`config.mk`:
```
export PLATFORM = sky130hd
export DESIGN_NAME = count_event_fifo
export DESIGN_NICKNAME = d
export VERILOG_FILES = /design/src/rtl/count_event_fifo.sv
export SDC_FILE = /design/constraint.sdc
export NUM_CORES = 1
export LEC_CHECK = 0
export CORE_MARGIN = 3
export CORE_UTILIZATION = 60
export DETAILED_ROUTE_END_ITERATION = 16
export PLACE_DENSITY = 0.92
export SKIP_CTS_REPAIR_TIMING = 1
export SYNTH_ARGS = -nofsm -noshare
export SYNTH_HDL_FRONTEND = slang
export SYNTH_SLANG_ARGS = --single-unit
export TNS_END_PERCENT = 1
```
`constraint.sdc`:
```
create_clock -name clk -period 7.5 [get_ports clk]
set_input_delay 1.125 -clock clk [delete_from_list [all_inputs] [get_ports clk]]
set_output_delay 1.125 -clock clk [all_outputs]
set_load 0.005 [all_outputs]
```
`src/rtl/count_event_fifo.sv`:
```
// count_event_fifo: watches an upstream counter, turns overflow rising edges
// and upward threshold crossings into timestamped records, and queues them
// in a small FIFO with valid/ready pop and a saturating drop counter.
// DEPTH must be a power of two and at least 2.
module count_event_fifo #(
  parameter int unsigned WIDTH  = 8,
  parameter int unsigned DEPTH  = 4,
  parameter int unsigned TS_W   = 16,
  parameter int unsigned DROP_W = 8
) (
  input  logic                     clk,
  input  logic                     rst_n,
  input  logic [WIDTH-1:0]         count,
  input  logic                     overflow,
  input  logic [WIDTH-1:0]         thresh,
  input  logic                     thresh_en,
  output logic                     evt_valid,
  input  logic                     evt_ready,
  output logic [1:0]               evt_type,
  output logic [TS_W-1:0]          evt_ts,
  output logic [WIDTH-1:0]         evt_count,
  output logic [$clog2(DEPTH):0]   level,
  output logic [DROP_W-1:0]        drop_cnt
);

  localparam int unsigned PTR_W = $clog2(DEPTH);
  localparam int unsigned LVL_W = PTR_W + 1;

  typedef struct packed {
    logic [1:0]       etype;
    logic [TS_W-1:0]  ts;
    logic [WIDTH-1:0] cnt;
  } rec_t;

  // Timestamp and previous-sample history
  logic [TS_W-1:0]   ts_q, ts_d;
  logic              prev_ovf_q, prev_ovf_d;
  logic [WIDTH-1:0]  prev_cnt_q, prev_cnt_d;
  logic              prev_vld_q, prev_vld_d;

  // FIFO bookkeeping; head_q is a registered copy of the oldest entry
  logic [PTR_W-1:0]  wr_ptr_q, wr_ptr_d;
  logic [PTR_W-1:0]  rd_ptr_q, rd_ptr_d;
  logic [LVL_W-1:0]  level_q, level_d;
  logic [DROP_W-1:0] drop_q, drop_d;
  logic              head_vld_q, head_vld_d;
  rec_t              head_q, head_d;
  rec_t              mem_q [DEPTH];

  // Per-cycle decode
  logic              ovf_evt;
  logic              thr_evt;
  logic              push_req;
  logic              push_ok;
  logic              pop;
  logic              full;
  rec_t              push_rec;

  // Event detection, FIFO next-state and head selection
  always_comb begin
    ts_d       = ts_q;
    prev_ovf_d = prev_ovf_q;
    prev_cnt_d = prev_cnt_q;
    prev_vld_d = prev_vld_q;
    wr_ptr_d   = wr_ptr_q;
    rd_ptr_d   = rd_ptr_q;
    level_d    = level_q;
    drop_d     = drop_q;
    head_vld_d = head_vld_q;
    head_d     = head_q;
    ovf_evt    = 1'b0;
    thr_evt    = 1'b0;
    push_req   = 1'b0;
    push_ok    = 1'b0;
    pop        = 1'b0;
    full       = 1'b0;
    push_rec   = '0;

    // Overflow is edge-detected; threshold needs a valid previous sample and
    // an upward crossing, so a downward wrap never fires on its own.
    ovf_evt  = overflow & ~prev_ovf_q;
    thr_evt  = thresh_en & prev_vld_q & (prev_cnt_q < thresh) & (count >= thresh);
    push_req = rst_n & (ovf_evt | thr_evt);

    push_rec.etype = {thr_evt, ovf_evt};
    push_rec.ts    = ts_q;
    push_rec.cnt   = count;

    // A pop frees a slot in the same cycle, so a full FIFO still accepts a push
    pop     = head_vld_q & evt_ready;
    full    = (level_q == LVL_W'(DEPTH));
    push_ok = push_req & (~full | pop);

    if (push_req && full && !pop && (drop_q != {DROP_W{1'b1}})) begin
      drop_d = drop_q + DROP_W'(1);
    end

    wr_ptr_d = wr_ptr_q + PTR_W'(push_ok);
    rd_ptr_d = rd_ptr_q + PTR_W'(pop);
    level_d  = level_q + LVL_W'(push_ok) - LVL_W'(pop);

    // New head comes from storage, or straight from the incoming record when
    // it lands in the slot the read pointer moves onto.
    if (level_d == '0) begin
      head_vld_d = 1'b0;
      head_d     = '0;
    end else begin
      head_vld_d = 1'b1;
      if (push_ok && (wr_ptr_q == rd_ptr_d)) begin
        head_d = push_rec;
      end else begin
        head_d = mem_q[rd_ptr_d];
      end
    end

    ts_d       = ts_q + TS_W'(1);
    prev_ovf_d = overflow;
    prev_cnt_d = count;
    prev_vld_d = 1'b1;
  end

  // Control state with synchronous active-low reset
  always_ff @(posedge clk) begin
    if (!rst_n) begin
      ts_q       <= '0;
      prev_ovf_q <= 1'b0;
      prev_cnt_q <= '0;
      prev_vld_q <= 1'b0;
      wr_ptr_q   <= '0;
      rd_ptr_q   <= '0;
      level_q    <= '0;
      drop_q     <= '0;
      head_vld_q <= 1'b0;
      head_q     <= '0;
    end else begin
      ts_q       <= ts_d;
      prev_ovf_q <= prev_ovf_d;
      prev_cnt_q <= prev_cnt_d;
      prev_vld_q <= prev_vld_d;
      wr_ptr_q   <= wr_ptr_d;
      rd_ptr_q   <= rd_ptr_d;
      level_q    <= level_d;
      drop_q     <= drop_d;
      head_vld_q <= head_vld_d;
      head_q     <= head_d;
    end
  end

  // Record storage; contents are left alone by reset
  always_ff @(posedge clk) begin
    if (push_ok) begin
      mem_q[wr_ptr_q] <= push_rec;
    end
  end

  assign evt_valid = head_vld_q;
  assign evt_type  = head_q.etype;
  assign evt_ts    = head_q.ts;
  assign evt_count = head_q.cnt;
  assign level     = level_q;
  assign drop_cnt  = drop_q;

endmodule

```
# Word-level counts from Yosys, hierarchy flattened

Memories as Yosys holds them, arrays and structs flattened. A register that Yosys moved wholly into a read port is not among the register bits.
Index checks and enable logic that the tools add are counted.

Bits in registers: 42
RAM bits: 104
Input bits: 21
Output and inout bits: 38
Logic and storage cells: 42
Memories kept: 1

Memory list:

| memory | depth | width | rd ports | clocked after memory_dff | wr ports | line | source |
|---|---|---|---|---|---|---|---|
| mem_q  | 4     | 26    | 1        | 1                        | 1        | 48   | `rec_t mem_q [DEPTH];` |

Add/subtract/negate cells: 6
Order comparisons: 2
Equal/unequal tests: 2
Multiplexer cells: 4
Bitwise operators: 12
Reduce and logical (&&, ||, !) cells: 6

Operators by type and width:

| cell                                           | number |
|---|---|
| adder 16 x 1 -> 16 bit (second input constant) | 1 |
| adder 8 x 1 -> 8 bit (second input constant)   | 1 |
| >= comparator 8 bit                            | 1 |
| < comparator 8 bit                             | 1 |
| inequality test 8 bit (second input constant)  | 1 |
| AND 1 bit                                      | 7 |
| adder 2 x 1 -> 2 bit                           | 2 |
| two-way mux 1 bit                              | 4 |
| adder 3 x 1 -> 3 bit                           | 1 |
| == test 3 bit (second input constant)          | 1 |
| logical AND 1 bit                              | 3 |
| logical NOT 3 bit                              | 1 |
| NOT 1 bit                                      | 3 |
| subtractor 3 x 1 -> 3 bit                      | 1 |
| OR 1 bit                                       | 2 |
| OR reduction 2 bit                             | 1 |
| logical NOT 1 bit                              | 1 |

# Depth between registers and ports, before layout

Word-level depth: 10
Mapped depth: 19
Mapped depth without buffers: 17

# Worst setup path before layout

OpenSTA, ideal clock, no wires.

Kind: input to register
From: input thresh[1]
To: memory mem_q[0][0] (netlist name) (enable)
Library setup time: 442 ps
Data arrival time: 4,409 ps
Data required time: 7,058 ps
Slack: 2,649 ps
Stages on the path: 8
Path buffers: 1
Cells stage by stage: inv_1 > ha_1 > a2111o_1 > a31oi_2 > nor2_2 > or3_1 > buf_6 > nor3_1

Word-level cells in the longest chain between the ends: 8
Elaborated cells on any way between the ends: 9
Those cells by class: order compare: 2; mux: 2; bitwise: 5

RTL lines:

| what                                      | line | source |
|---|---|---|
| from (decl)                               | 15   | `input logic [WIDTH-1:0] thresh,` |
| < comparator 8 bit                        | 82   | `thr_evt = thresh_en & prev_vld_q & (prev_cnt_q < thresh) & (count >= thresh);` |
| AND 1 bit                                 | 82   |  |
| AND 1 bit *                               | 82   |  |
| OR 1 bit *                                | 83   | `push_req = rst_n & (ovf_evt \| thr_evt);` |
| AND 1 bit *                               | 83   |  |
| AND 1 bit *                               | 92   | `push_ok = push_req & (~full \| pop);` |
| two-way mux 1 bit *                       | 151  | `if (push_ok) begin` |
| two-way mux 1 bit (implied by the code) * | 152  | `mem_q[wr_ptr_q] <= push_rec;` |
| to (decl)                                 | 48   |  |

Mark *: on every way between the ends. The rest lies on a longest branch, timed or not.

# Worst setup path in the final report

From: input count[5]
To: register head_q (netlist bit evt_type[0])

Word-level cells in the longest chain between the ends: 9

RTL lines:

| what                                | line | source |
|---|---|---|
| from (decl)                         | 13   | `input logic [WIDTH-1:0] count,` |
| >= comparator 8 bit                 | 82   |  |
| AND 1 bit                           | 82   |  |
| OR 1 bit                            | 83   |  |
| AND 1 bit                           | 83   |  |
| AND 1 bit                           | 92   |  |
| adder 3 x 1 -> 3 bit                | 100  | `level_d = level_q + LVL_W'(push_ok) - LVL_W'(pop);` |
| subtractor 3 x 1 -> 3 bit           | 100  |  |
| logical NOT 3 bit                   | 104  | `if (level_d == '0) begin` |
| OR reduction 2 bit (no source line) | --   |  |
| to (signal assigned)                | 134  | `head_q <= '0;` |
| to (signal assigned)                | 145  | `head_q <= head_d;` |
| to (decl)                           | 47   | `rec_t head_q, head_d;` |

Every way passes these cells.
A chain may end at the register's enable or synchronous reset.

==> summary.md <==
| Metric | Value |
|---|---|
| Crit Reg-Reg Startpoint | `prev_cnt_q[1]$_SDFF_PN0_` |
| Syn_area_per_cell | `14.3 um^2` |
| Horiz. Die Dim | `114 um` |
| Final total power | `2.63 mW` |
| Final global-route overflow total | `0` |
| Number of enable flip-flop cells after synthesis | `104` |
| Syn Inst Count | `485` |
| Final Max Slew Viols | `0` |
| Final hold viol count | `0` |
| Synth unique cells | `50` |
| CP endpoint kind | `register` |
| Critical R2R Capture | `evt_type[0]$_SDFF_PP0_` |
| # rows | `38` |
| Worst-margin pin slew | `1.20 ns` |
| Skew final | `0.0130 ns` |
| Yosys warning total | `0` |
| Worst Path Arrival | `6.24 ns` |
| Clock transition at path regs | `0.07 ns` |
| CP cell instances | `clkdlybuf4s50_1, ha_1, a211oi_1, nor2_1, a211o_1, nor2_2, or3_1, ha_1, inv_1, ha_1, fa_1, xnor2_1, xnor2_1, nor3_1, nor2_4, nand2_1, o21ai_1` |
| Crit path max-delay family | `simple AND/OR/NAND/NOR gates` |
| WHS Endpoint | `drop_cnt[1]$_SDFFE_PN0P_` |
| Total GRT Usage | `0.260` |
| Max Clock Freq | `170 MHz` |
| CTS Buf Count | `17` |
| Detailed-route vias per instance | `6.26` |
| Pwr per Cell Area | `318 nW/um^2` |
| Nature of the critical path startpoint | `input pin` |
| Hold crit path type | `reg -> reg` |
| Core Area | `11100 um^2` |
| FF-to-FF path depth | `15` |
| Slew HR | `0.197` |
| Min-delay src | `drop_cnt[1]$_SDFFE_PN0P_` |
| CTS tree | `yes` |
| Finish-stage setup viols | `0` |
| CP Max Fanout | `53` |
| Tcrit/Tclk final | `0.786` |
| RSZ-0062 raised after global routing | `no` |
| GP Congestion | `0.803` |
| IO Count | `59` |
| Die area | `12900 um^2` |
| Largest net degree at the start of global routing | `54` |
| Final wirelength | `15900 um` |
| Reg2reg setup slack | `2.68 ns` |
| Vias | `4401` |
| Area growth syn-to-layout | `18.8%` |
| Detailed Routing Iterations Pass 1 | `5` |
| Net Count, Synth | `528` |
| Post-Layout Inst Area | `8260 um^2` |
| Worst skew pair latency | `0.42 ns` |
| Max-cap violations | `0` |
| Final core occ | `0.746` |
| H-tree Lvls | `4` |
| Synthesis-stage register bit count | `172` |
| Antenna Cells | `0` |
| Mapped Area | `6960 um^2` |
| DRT iter0 DRCs | `412` |
| # DRC | `0` |
| CP max stage delay | `0.89 ns` |
| # port buffers | `58` |
| Run status | `finished, final reports clean` |
| Slowest CP cell | `nor2_4` |
| Max clock buf depth | `2` |
| Worst EP required | `7.84 ns` |
| Most common cell on crit path | `ha_1` |
| Pleak | `2.89 nW` |
| WHS | `0.513 ns` |
| Async SR Flop Fraction | `0` |
| Crit Path Category | `in -> reg` |
| Ys flop type | `edfxtp_1` |
| Initial antenna violation count | `0` |
| Post-DP Area | `7690 um^2` |
| HPWL after DPL | `8380 um` |
| Global-route wire length before repair | `25300 um` |
| CTS Sinks | `172` |
| Min-Delay Path Depth | `2` |
| Peak supply drop | `0.000218 V` |
| Sequential-to-total area share from yosys stat | `0.644` |
| Share of cells above drive strength 1 | `0.146` |
| WL/cell | `22.7 um` |
| ANT nets after route | `0` |
| Starting Density | `0.628` |
| Chip height | `114 um` |
| Vias in the first global route | `4643` |
| TNS Setup | `0 ns` |
| Root Buffer | `clkbuf_16` |
| Nets | `593` |
| CP bufs+invs | `2` |
| Final min period | `5.89 ns` |
-- logic make-up after synthesis --
| family | after synthesis | share of synthesized area |
|---|---|---|
| compound gates | 24 | 0.0243 |
| xor+xnor | 16 | 0.0212 |
| fa+ha+maj | 22 | 0.0406 |
| buf+inv | 33 | 0.0245 |
| flops | 172 | 0.644 |
| mux | 57 | 0.129 |
| simple gates | 161 | 0.116 |
-- placed cells by master (no fill, tap or decap), drive strengths merged, types with 2 or more instances in the layout --
| cell | netlist | final |
|---|---|---|
| edfxtp | 104 | 104 |
| nand2 | 70 | 70 |
| dfxtp | 68 | 68 |
| clkdlybuf4s50 | 0 | 58 |
| mux2i | 31 | 31 |
| mux4 | 26 | 26 |
| ha | 21 | 21 |
| nor2 | 21 | 21 |
| inv | 14 | 21 |
| and2 | 20 | 20 |
| clkbuf | 8 | 19 |
| xnor2 | 9 | 9 |
| o21ai | 9 | 9 |
| nand3 | 8 | 8 |
| nand4 | 7 | 7 |
| buf | 11 | 7 |
| xor2 | 7 | 7 |
| nand2b | 6 | 6 |
| a21oi | 6 | 6 |
| or3 | 6 | 6 |
| nor3 | 6 | 6 |
| clkinv | 0 | 5 |
| and3 | 4 | 4 |
| nor2b | 3 | 3 |
| a211oi | 2 | 2 |
| nor3b | 2 | 2 |
| nor4 | 2 | 2 |
| nor4b | 2 | 2 |
| a31oi | 2 | 2 |
-- cell usage after synthesis, drive strengths merged (3+ instances only) --
library cell  count  area, um^2
clkbuf            8        30.0
nand2b            6        37.5
edfxtp          104        3120
dfxtp            68        1360
or3               6        42.5
nor2             21        83.8
mux4             26         586
xor2              7        68.8
mux2i            31         310
a21oi             6        30.0
and3              4        26.3
xnor2             9        78.8
nand2            70         263
nor3              6        30.0
nor2b             3        18.8
and2             20         129
o21ai             9        45.0
nand4             7        43.8
nand3             8        40.0
buf              11        87.6
inv              14        52.6
ha               21         263
-- metal layers --
metal,global-route usage,vias up,wire (um)
met5,0,-,0
met4,0.123,0,589
met3,0.0483,60,1200
met2,0.439,293,8270
met1,0.325,2153,5870
li1,-,1895,-
-- worst reg2reg max path: stages, from the launching register on --
cell and delay (ns):
dfxtp_1 0.30, ha_1 0.27, a2111o_1 0.41, a31oi_2 0.24, nor2_2 0.16, or3_1 0.62, ha_1 0.36, inv_1 0.04
ha_1 0.18, fa_1 0.38, xnor2_1 0.19, xnor2_1 0.16, nor3_1 0.10, nor2_4 0.89, nand2_1 0.23, o21ai_1 0.21
-- worst max path at each step --
stage	start	to	slack [ns]	cells past startpoint
CTS	count[5]	evt_type[1]$_SDFF_PP0_	1.63	17
detailed placement	count[2]	evt_ts[4]$_SDFF_PP0_	1.41	17
global route	count[5]	evt_ts[7]$_SDFF_PP0_	1.27	17
finish	count[5]	evt_type[0]$_SDFF_PP0_	1.61	17
floorplan	thresh[1]	mem_q[0][0]$_DFFE_PP_	2.65	8
global placement	thresh[1]	evt_ts[14]$_SDFF_PP0_	1.63	17
-- state kept, by name (all words and copies together), names as in the netlist --
name / count
mem_q: 104
evt_ts: 16
ts_q: 16
drop_cnt: 8
evt_count: 8
prev_cnt_q: 8
level: 3
evt_type: 2
rd_ptr_q: 2
wr_ptr_q: 2
evt_valid: 1
prev_ovf_q: 1
prev_vld_q: 1
-- stage by stage --
| stage | setup WS [ns] | instances |
|---|---|---|
| after floorplan | 2.65 | 485 |
| after global placement | 1.63 | 671 |
| after detailed placement | 1.41 | 671 |
| after CTS | 1.63 | 703 |
| after global routing | 1.27 | 703 |
| final | 1.61 | 703 |
-- report_power, final --
part	switching (mW)	internal (mW)
logic	0.317	0.328
registers	0.0394	1.09
clock network	0.395	0.459
-- layout make-up --
type                       instances  area, um^2
clock inverter                    13         124
tap                              140         175
sequential                       172        4480
fill                             609        2810
timing repair buffer              65         633
multi-input combinational        280        2340
inverter                          14        52.6
clock buffer                      19         454
Power figures use the tool's default switching activity.
